[src/rtl/bus_transfer_sequencer.sv]
// bus_transfer_sequencer: initiator-side sequencer for the shared 6-port tri-state bus.
// Requests (src,dst) are queued and each is played out as SETUP -> XFER -> RELEASE.
// Each port gets a 2-bit ctrl code: 10 means drive the bus, 01 means read it, 00 means idle.
// The RELEASE cycle always leaves every port idle, which gives the bus a turnaround gap.
// Optional feature: define BUS_XFER_STATS_EN to add the xfer_count and err_count outputs.
module bus_transfer_sequencer #(
   parameter int N_PORTS     = 6,
   parameter int QUEUE_DEPTH = 4,
   parameter int HOLD_CYCLES = 1
) (
   input  logic       clk,
   input  logic       rst,
   input  logic       req_valid,
   output logic       req_ready,
   input  logic [2:0] req_src,
   input  logic [2:0] req_dst,
   output logic [1:0] ctrl_0,
   output logic [1:0] ctrl_1,
   output logic [1:0] ctrl_2,
   output logic [1:0] ctrl_3,
   output logic [1:0] ctrl_4,
   output logic [1:0] ctrl_5,
   output logic       busy,
   output logic       xfer_done,
   output logic       err_illegal
`ifdef BUS_XFER_STATS_EN
   ,
   output logic [15:0] xfer_count,
   output logic [7:0]  err_count
`endif
);

   localparam int AW = (QUEUE_DEPTH > 1) ? $clog2(QUEUE_DEPTH) : 1;
   localparam logic [AW:0] DEPTH_CNT = (AW+1)'(QUEUE_DEPTH);
   localparam logic [3:0] HOLD_M1 = 4'(HOLD_CYCLES - 1);

   typedef struct packed {
      logic [2:0] src;
      logic [2:0] dst;
   } req_t;

   typedef enum logic [1:0] {S_IDLE, S_SETUP, S_XFER, S_RELEASE} state_e;

   // ---------------- request FIFO ----------------
   req_t          mem_q [QUEUE_DEPTH];
   logic [AW-1:0] wr_ptr_q, wr_ptr_d, rd_ptr_q, rd_ptr_d;
   logic [AW:0]   cnt_q, cnt_d;
   logic          push, pop, q_empty, q_full;
   req_t          head;

   assign q_empty   = (cnt_q == '0);
   assign q_full    = (cnt_q == DEPTH_CNT);
   assign req_ready = ~q_full;
   assign push      = req_valid & ~q_full;
   assign head      = mem_q[rd_ptr_q];

   // Queue storage; entries need no reset because the count gates every read.
   always_ff @(posedge clk) begin
      if (push) mem_q[wr_ptr_q] <= '{src: req_src, dst: req_dst};
   end

   // Queue pointers and occupancy; pointers wrap naturally because the depth is a power of 2.
   always_comb begin
      wr_ptr_d = wr_ptr_q;
      rd_ptr_d = rd_ptr_q;
      cnt_d    = cnt_q;
      if (push) wr_ptr_d = wr_ptr_q + 1'b1;
      if (pop)  rd_ptr_d = rd_ptr_q + 1'b1;
      case ({push, pop})
         2'b10:   cnt_d = cnt_q + 1'b1;
         2'b01:   cnt_d = cnt_q - 1'b1;
         default: cnt_d = cnt_q;
      endcase
   end

   // ---------------- sequencer FSM ----------------
   state_e          state_q, state_d;
   logic [2:0]      src_q, src_d, dst_q, dst_d;
   logic [3:0]      hold_q, hold_d;
   logic [5:0][1:0] ctrl_q, ctrl_d;
   logic            done_q, done_d, err_q, err_d;
   logic            head_legal;

   assign head_legal = (head.src != head.dst) &&
                       (int'(head.src) < N_PORTS) && (int'(head.dst) < N_PORTS);

   // Next state plus next registered outputs; IDLE and RELEASE share the pop/dispatch path.
   always_comb begin
      state_d = state_q;
      src_d   = src_q;
      dst_d   = dst_q;
      hold_d  = hold_q;
      ctrl_d  = '0;
      done_d  = 1'b0;
      err_d   = 1'b0;
      pop     = 1'b0;
      case (state_q)
         S_IDLE, S_RELEASE: begin
            state_d = S_IDLE;
            if (!q_empty) begin
               pop = 1'b1;
               if (head_legal) begin
                  state_d            = S_SETUP;
                  src_d              = head.src;
                  dst_d              = head.dst;
                  ctrl_d[head.src]   = 2'b10;
               end else begin
                  err_d = 1'b1;
               end
            end
         end
         S_SETUP: begin
            state_d       = S_XFER;
            hold_d        = HOLD_M1;
            ctrl_d[src_q] = 2'b10;
            ctrl_d[dst_q] = 2'b01;
         end
         S_XFER: begin
            if (hold_q == '0) begin
               state_d = S_RELEASE;
               done_d  = 1'b1;
            end else begin
               hold_d        = hold_q - 1'b1;
               ctrl_d[src_q] = 2'b10;
               ctrl_d[dst_q] = 2'b01;
            end
         end
         default: state_d = S_IDLE;
      endcase
   end

`ifdef BUS_XFER_STATS_EN
   logic [15:0] xfer_count_q, xfer_count_d;
   logic [7:0]  err_count_q, err_count_d;

   // Statistics: the transfer count wraps, the error count saturates.
   always_comb begin
      xfer_count_d = xfer_count_q;
      err_count_d  = err_count_q;
      if (done_q) xfer_count_d = xfer_count_q + 16'd1;
      if (err_q && err_count_q != 8'hFF) err_count_d = err_count_q + 8'd1;
   end

   assign xfer_count = xfer_count_q;
   assign err_count  = err_count_q;
`endif

   // All state, queue pointers and registered outputs; reset drops everything in flight.
   always_ff @(posedge clk) begin
      if (rst) begin
         state_q  <= S_IDLE;
         src_q    <= '0;
         dst_q    <= '0;
         hold_q   <= '0;
         ctrl_q   <= '0;
         done_q   <= 1'b0;
         err_q    <= 1'b0;
         wr_ptr_q <= '0;
         rd_ptr_q <= '0;
         cnt_q    <= '0;
`ifdef BUS_XFER_STATS_EN
         xfer_count_q <= '0;
         err_count_q  <= '0;
`endif
      end else begin
         state_q  <= state_d;
         src_q    <= src_d;
         dst_q    <= dst_d;
         hold_q   <= hold_d;
         ctrl_q   <= ctrl_d;
         done_q   <= done_d;
         err_q    <= err_d;
         wr_ptr_q <= wr_ptr_d;
         rd_ptr_q <= rd_ptr_d;
         cnt_q    <= cnt_d;
`ifdef BUS_XFER_STATS_EN
         xfer_count_q <= xfer_count_d;
         err_count_q  <= err_count_d;
`endif
      end
   end

   assign ctrl_0      = ctrl_q[0];
   assign ctrl_1      = ctrl_q[1];
   assign ctrl_2      = ctrl_q[2];
   assign ctrl_3      = ctrl_q[3];
   assign ctrl_4      = ctrl_q[4];
   assign ctrl_5      = ctrl_q[5];
   assign xfer_done   = done_q;
   assign err_illegal = err_q;
   assign busy        = (state_q != S_IDLE) || !q_empty;

endmodule
[config.mk]
export PLATFORM = sky130hd
export DESIGN_NAME = bus_transfer_sequencer
export DESIGN_NICKNAME = d
export VERILOG_FILES = /design/src/rtl/bus_transfer_sequencer.sv
export SDC_FILE = /design/constraint.sdc
export NUM_CORES = 1
export LEC_CHECK = 0
export ABC_CLOCK_PERIOD_IN_PS = 2900
export CAP_MARGIN = 20
export CORE_ASPECT_RATIO = 1.1
export CORE_MARGIN = 1
export CORE_UTILIZATION = 37
export DETAILED_ROUTE_END_ITERATION = 16
export GPL_ROUTABILITY_DRIVEN = 0
export MAX_ROUTING_LAYER = met4
export PLACE_DENSITY = 0.58
export SYNTH_ARGS = -nofsm -noshare
export SYNTH_HDL_FRONTEND = slang
export SYNTH_SLANG_ARGS = --single-unit
[constraint.sdc]
create_clock -name clk -period 2.9 [get_ports clk]
set_input_delay 0.58 -clock clk [delete_from_list [all_inputs] [get_ports clk]]
set_output_delay 0.58 -clock clk [all_outputs]
set_load 0.01 [all_outputs]
# Word-level counts from Yosys, hierarchy flattened
# Memory sizes are Yosys's and may differ from the RTL's. A register that Yosys moved wholly into a read port is not among the register bits.
# Index checks and enable logic that the tools add are counted.
[totals]
ff_bits = 33
inputBits = 9
mem_bits_rw = 24
word_cells = 88
memories = 1
[op_classes]
order_cmp = 8
add_sub_neg = 5
eq_ne = 9
reduce_logical = 18
bitwise = 7
mux = 25
[memory_table]
columns = ["name", "depth", "width", "read_ports", "rd_ports_with_merged_regs", "write_ports", "line", "rtl"]
rows = [
  ["mem_q", 4, 6, 1, 1, 1, "45", "req_t mem_q [QUEUE_DEPTH];"],
]
[op_table]
columns = ["operator", "n"]
rows = [
  ["$mux W12", 3],
  ["$pmux W12 S3", 1],
  ["$demux W2 S3", 3],
  ["$lt A3 B4 Y1 const B", 3],
  ["$mux W2", 6],
  ["$ge A3 B1 Y1 const B", 3],
  ["$mux W1", 8],
  ["$pmux W4 S2", 1],
  ["$and A6 B6 Y6", 1],
  ["$eq A2 B2 Y1 const B", 3],
  ["$lt A3 B3 Y1 const B", 2],
  ["$not A6 Y6", 1],
  ["$pmux W2 S3", 1],
  ["$pmux W3 S2", 1],
  ["$reduce_bool A2 Y1", 3],
  ["$logic_and A1 B1 Y1", 5],
  ["$add A2 B1 Y2 const B", 2],
  ["$eq A2 B1 Y1 const B", 2],
  ["$logic_not A4 Y1", 1],
  ["$mux W4", 1],
  ["$ne A2 B2 Y1 const B", 2],
  ["$not A1 Y1", 4],
  ["$reduce_or A2 Y1", 2],
  ["$sub A4 B1 Y4 const B", 1],
  ["other kinds (12)", 12],
]

# Logic depth before layout (Yosys ltp)
[depth]
depth_word = 8
depth_mapped = 10

# Least setup slack after synthesis
# OpenSTA, ideal clock, no wires.
[synth_timing]
path_type = "reg-to-reg"
start = "register state_q[0]"
end = "register cnt_q[2]"
setup_slack_ns = 0.637
path_stages_with_launch = 11
setup_ns = 0.070
t_arrival_ns = 2.194
synth_period_minus_slack_ns = 2.263
cell_sequence = "dfxtp_1 > inv_1 > ha_1 > clkbuf_2 > nor2_1 > ha_1 > inv_1 > fa_1 > xor2_1 > or3_1 > a21oi_1"
[synth_between]
elab_chain_len = 5
[synth_rtl]
columns = ["element", "line", "rtl"]
rows = [
  ["start, declared", "77", "state_e state_q, state_d;"],
  ["start signal, assigned", "166", "state_q <= state_d;"],
  ["$eq A2 B2 Y1 or $logic_not A2 Y1 (tied branches)", "97", "case (state_q)"],
  ["$reduce_or A2 Y1 (*)", "97", ""],
  ["$mux W1 (*)", "97", ""],
  ["named net pop", "48", "logic push, pop, q_empty, q_full;"],
  ["$eq A2 B1 Y1 or $eq A2 B2 Y1 (tied branches)", "69", "case ({push, pop})"],
  ["$pmux W3 S2 or $reduce_bool A2 Y1 (tied branches)", "-", ""],
  ["end signal, assigned", "175", "cnt_q <= cnt_d;"],
  ["end, declared", "47", "logic [AW:0] cnt_q, cnt_d;"],
]
# Mark *: on every way through the listed nets, which the timed path passes. The rest lies on a longest branch.
# A chain may end at the register's enable or synchronous reset.

==> reports/summary.log <==
qor: timing.relSlewSlack 0.590
qor: hold_path.holdCritPathClass register to register
qor: yosys.synthFlopType sky130_fd_sc_hd__dfxtp_1
qor: route.route.detailed.drc 0
qor: status.run_status finished, final reports clean
qor: clocking.cts_resized 0
qor: finish.antenna-diode-count 0
qor: setup_path.worstPathArrival 2630 ps
qor: clocking.clock_path_buffers 2
qor: clocking.cts_tree yes
qor: yosys.ys_seq_elements 59
qor: route.routed_wl 4.49 mm
qor: setup_path.worst-path-max-fanout 9
qor: job.cap_violations 0
qor: global_route.grt_first_pass_wirelength 7.65 mm
qor: yosys.ys_async_sr_fraction 0
qor: clocking.post-cts-setup-buffers 0
qor: setup_path.setup.worst_path.start_class register
qor: timing.max_freq 0.411 GHz
qor: power_and_ir_drop.power 2930 uW
qor: yosys.syn-cell-area 2580 sq um
qor: timing.clock_skew 6.31 ps
qor: setup_path.worst-endpoint-required 3100 ps
qor: floorplanning.design.portCount 25
qor: clocking.cts.sinks 59
qor: place.hpwl 3.17 mm
qor: route.detail_route.wl_per_cell 13.2 um
qor: power_and_ir_drop.static-leakage-power 0.00105 uW
qor: yosys.avgSynthCellArea 11.4 sq um
qor: yosys.yosysSeqAreaShare 0.552
qor: floorplanning.placeableCoreArea 6670 sq um
qor: setup_path.critical_setup_path_class register to register
qor: power_and_ir_drop.p_per_area 956 nW/um^2
qor: setup_path.cp-end-kind register
qor: finish.n_fill_cell 656
qor: setup_path.worst-r2r-cell-count 5
qor: clocking.cts_max_level 3
qor: floorplanning.dieWidth 81.6 um
qor: yosys.yosysUniqueCellTypes 47
qor: finish.synth_to_final_area_change 18.9%
qor: yosys.yosys.area.top_type_share 0.280
qor: route.routed-via-count 1746
qor: yosys.mappedNetlistNets 245
qor: yosys.netlist_top_cells_area sky130_fd_sc_hd__edfxtp_1 28%, sky130_fd_sc_hd__dfxtp_1 27%, sky130_fd_sc_hd__ha_1 4.9%
qor: floorplanning.design.die.area 7300 sq um
qor: route.antenna_violating_nets_post_route 0
qor: timing.slew_violations 0
qor: floorplanning.initial_standard_cell_utilization_of_the_core 0.386
qor: timing.final.setup.tns 0 ps
qor: route.average_vias_per_placed_instance 5.14
qor: place.placed_cells_incl_taps 324
qor: global_route.grt_max_degree 15
qor: timing.setup_viol 0
qor: global_route.antenna_found_initial 0
qor: global_route.track_usage 0.150
qor: timing.rsz0062_at_grt false
qor: hold_path.hold_path_depth 2
qor: timing.period_needed 2430 ps
qor: global_route.gr-total-overflow 0
qor: hold_path.worstHoldStart cnt_q[2]
qor: route.detail_route.first_pass.iterations 4
qor: clocking.cts_inserted_buffers 9
qor: clocking.clk_pin_slew_worst_paths 70 ps
qor: route.iteration_0_drc_markers 143
qor: clocking.number_of_hold_buffers_added_after_cts 0
qor: timing.finalCritPeriodShare 0.839
qor: finish.post_layout_nonfiller_instances 340
qor: floorplanning.placementRows 31
qor: yosys.synth_edf_count 24
qor: power_and_ir_drop.vdd_drop_max 0.436 mV
qor: clocking.root_buffer_selected_by_cts sky130_fd_sc_hd__clkbuf_8
qor: yosys.synth.largest_area_cell sky130_fd_sc_hd__edfxtp_1
qor: clocking.clock_insertion_delay_worst_skew 330 ps
qor: floorplanning.die_h 89.5 um
qor: global_route.grt_pass1_vias 1656
qor: finish.post_route_cells_drive_above_1_share 0.109
qor: timing.worst_pin_slew 614 ps
qor: place.port_bufs 24
qor: yosys.syn_inst 225
qor: yosys.yosysWarnings 0
qor: timing.final_hold_viol_count 0
qor: finish.nNetsFinal 273
==> cells by family (layout without fill, tap and decap cells) <==
| logic type | after synthesis | in the layout | share of synthesized area |
|---|---|---|---|
| AO/OA/AOI/OAI | 46 | 46 | 0.122 |
| XOR/XNOR | 7 | 7 | 0.0238 |
| adder cells (fa/ha/maj) | 11 | 11 | 0.0563 |
| buffers and inverters | 19 | 52 | 0.0403 |
| flip-flops | 59 | 59 | 0.552 |
| multiplexers | 8 | 8 | 0.0617 |
| AND/OR/NAND/NOR | 75 | 75 | 0.144 |
==> synthesized netlist by cell type (all sizes together), types with 2 or more instances <==
cell type,count
dfxtp,35
edfxtp,24
nor2,23
a21oi,15
nand2,15
o21ai,13
inv,11
ha,10
nand3,7
mux4,6
nor3,6
nand3b,5
nor2b,5
and3,4
buf,4
nand2b,4
xor2,4
clkbuf,3
o32ai,3
xnor2,3
a21o,2
mux2i,2
nor4,2
o22ai,2
==> where the power goes <==
group          leakage (uW)  total, uW  internal, uW  switching [uW]
clock             0.0000974        741           400             340
sequential         0.000505       1130          1010             119
combinational      0.000451       1060           454             607
==> worst max-delay path: stages, from the launching register on <==
cell	delay [ps]
sky130_fd_sc_hd__dfxtp_1	560
sky130_fd_sc_hd__mux4_2	680
sky130_fd_sc_hd__or4_4	610
sky130_fd_sc_hd__a31o_2	270
sky130_fd_sc_hd__nand3_1	100
sky130_fd_sc_hd__a21oi_1	60
==> registers in the layout (all words and copies together) (netlist names), named ones only <==
name / count
mem_q: 24
hold_q: 4
cnt_q: 3
dst_q: 3
src_q: 3
ctrl_0: 2
ctrl_1: 2
ctrl_2: 2
ctrl_3: 2
ctrl_4: 2
ctrl_5: 2
rd_ptr_q: 2
state_q: 2
wr_ptr_q: 2
err_illegal: 1
xfer_done: 1
==> stage by stage <==
step / util / area [sq um] / worst slack (ps) / hold slack, ps
6_report: 0.459 / 3060 / 468 / 505
3_3_place_gp: 0.429 / 2860 / 353 / 488
5_1_grt: 0.459 / 3060 / 317 / 519
4_1_cts: 0.459 / 3060 / 437 / 506
2_1_floorplan: - / 2580 / 637 / 462
3_5_place_dp: 0.429 / 2860 / 321 / 495
==> cell type report <==
| type | instances | area, sq um | area share |
|---|---|---|---|
| flip-flops and latches | 59 | 1420 | 0.464 |
| clock inverters | 7 | 76.3 | 0.0249 |
| clock buffers | 9 | 124 | 0.0404 |
| inverters | 11 | 41.3 | 0.0135 |
| multi-input cells | 147 | 1050 | 0.343 |
| well taps | 82 | 103 | 0.0335 |
| repair buffers | 25 | 248 | 0.0808 |
==> worst paths after layout <==
kind | endpoint | slack (ps)
setup / recovery | dst_q[2] | 470
hold / removal | cnt_q[2] | 510
setup reg to reg | dst_q[2] | 470
hold reg to reg | cnt_q[2] | 510
==> metal layers <==
layer | vias up | routed length [um] | share of wire | track usage
li1 | 873 | - | - | -
met1 | 827 | 2020 | 0.45 | 0.171
met2 | 34 | 2180 | 0.49 | 0.230
met3 | 12 | 165 | 0.037 | 0.0367
met4 | 0 | 117 | 0.026 | 0.104
met5 | - | 0 | 0 | -
==> layout by cell type, fill, tap and decap left out, types with 5 or more instances in the layout <==
cell / count
sky130_fd_sc_hd__a21oi_1: 13
sky130_fd_sc_hd__clkbuf_8: 9
sky130_fd_sc_hd__clkdlybuf4s50_1: 24
sky130_fd_sc_hd__dfxtp_1: 35
sky130_fd_sc_hd__edfxtp_1: 24
sky130_fd_sc_hd__ha_1: 10
sky130_fd_sc_hd__inv_1: 11
sky130_fd_sc_hd__mux4_2: 5
sky130_fd_sc_hd__nand2_1: 15
sky130_fd_sc_hd__nand3_1: 7
sky130_fd_sc_hd__nand3b_1: 5
sky130_fd_sc_hd__nor2_1: 23
sky130_fd_sc_hd__nor2b_1: 5
sky130_fd_sc_hd__nor3_1: 6
sky130_fd_sc_hd__o21ai_0: 7
sky130_fd_sc_hd__o21ai_1: 6
Note: power is estimated with default switching activity, not from simulation.
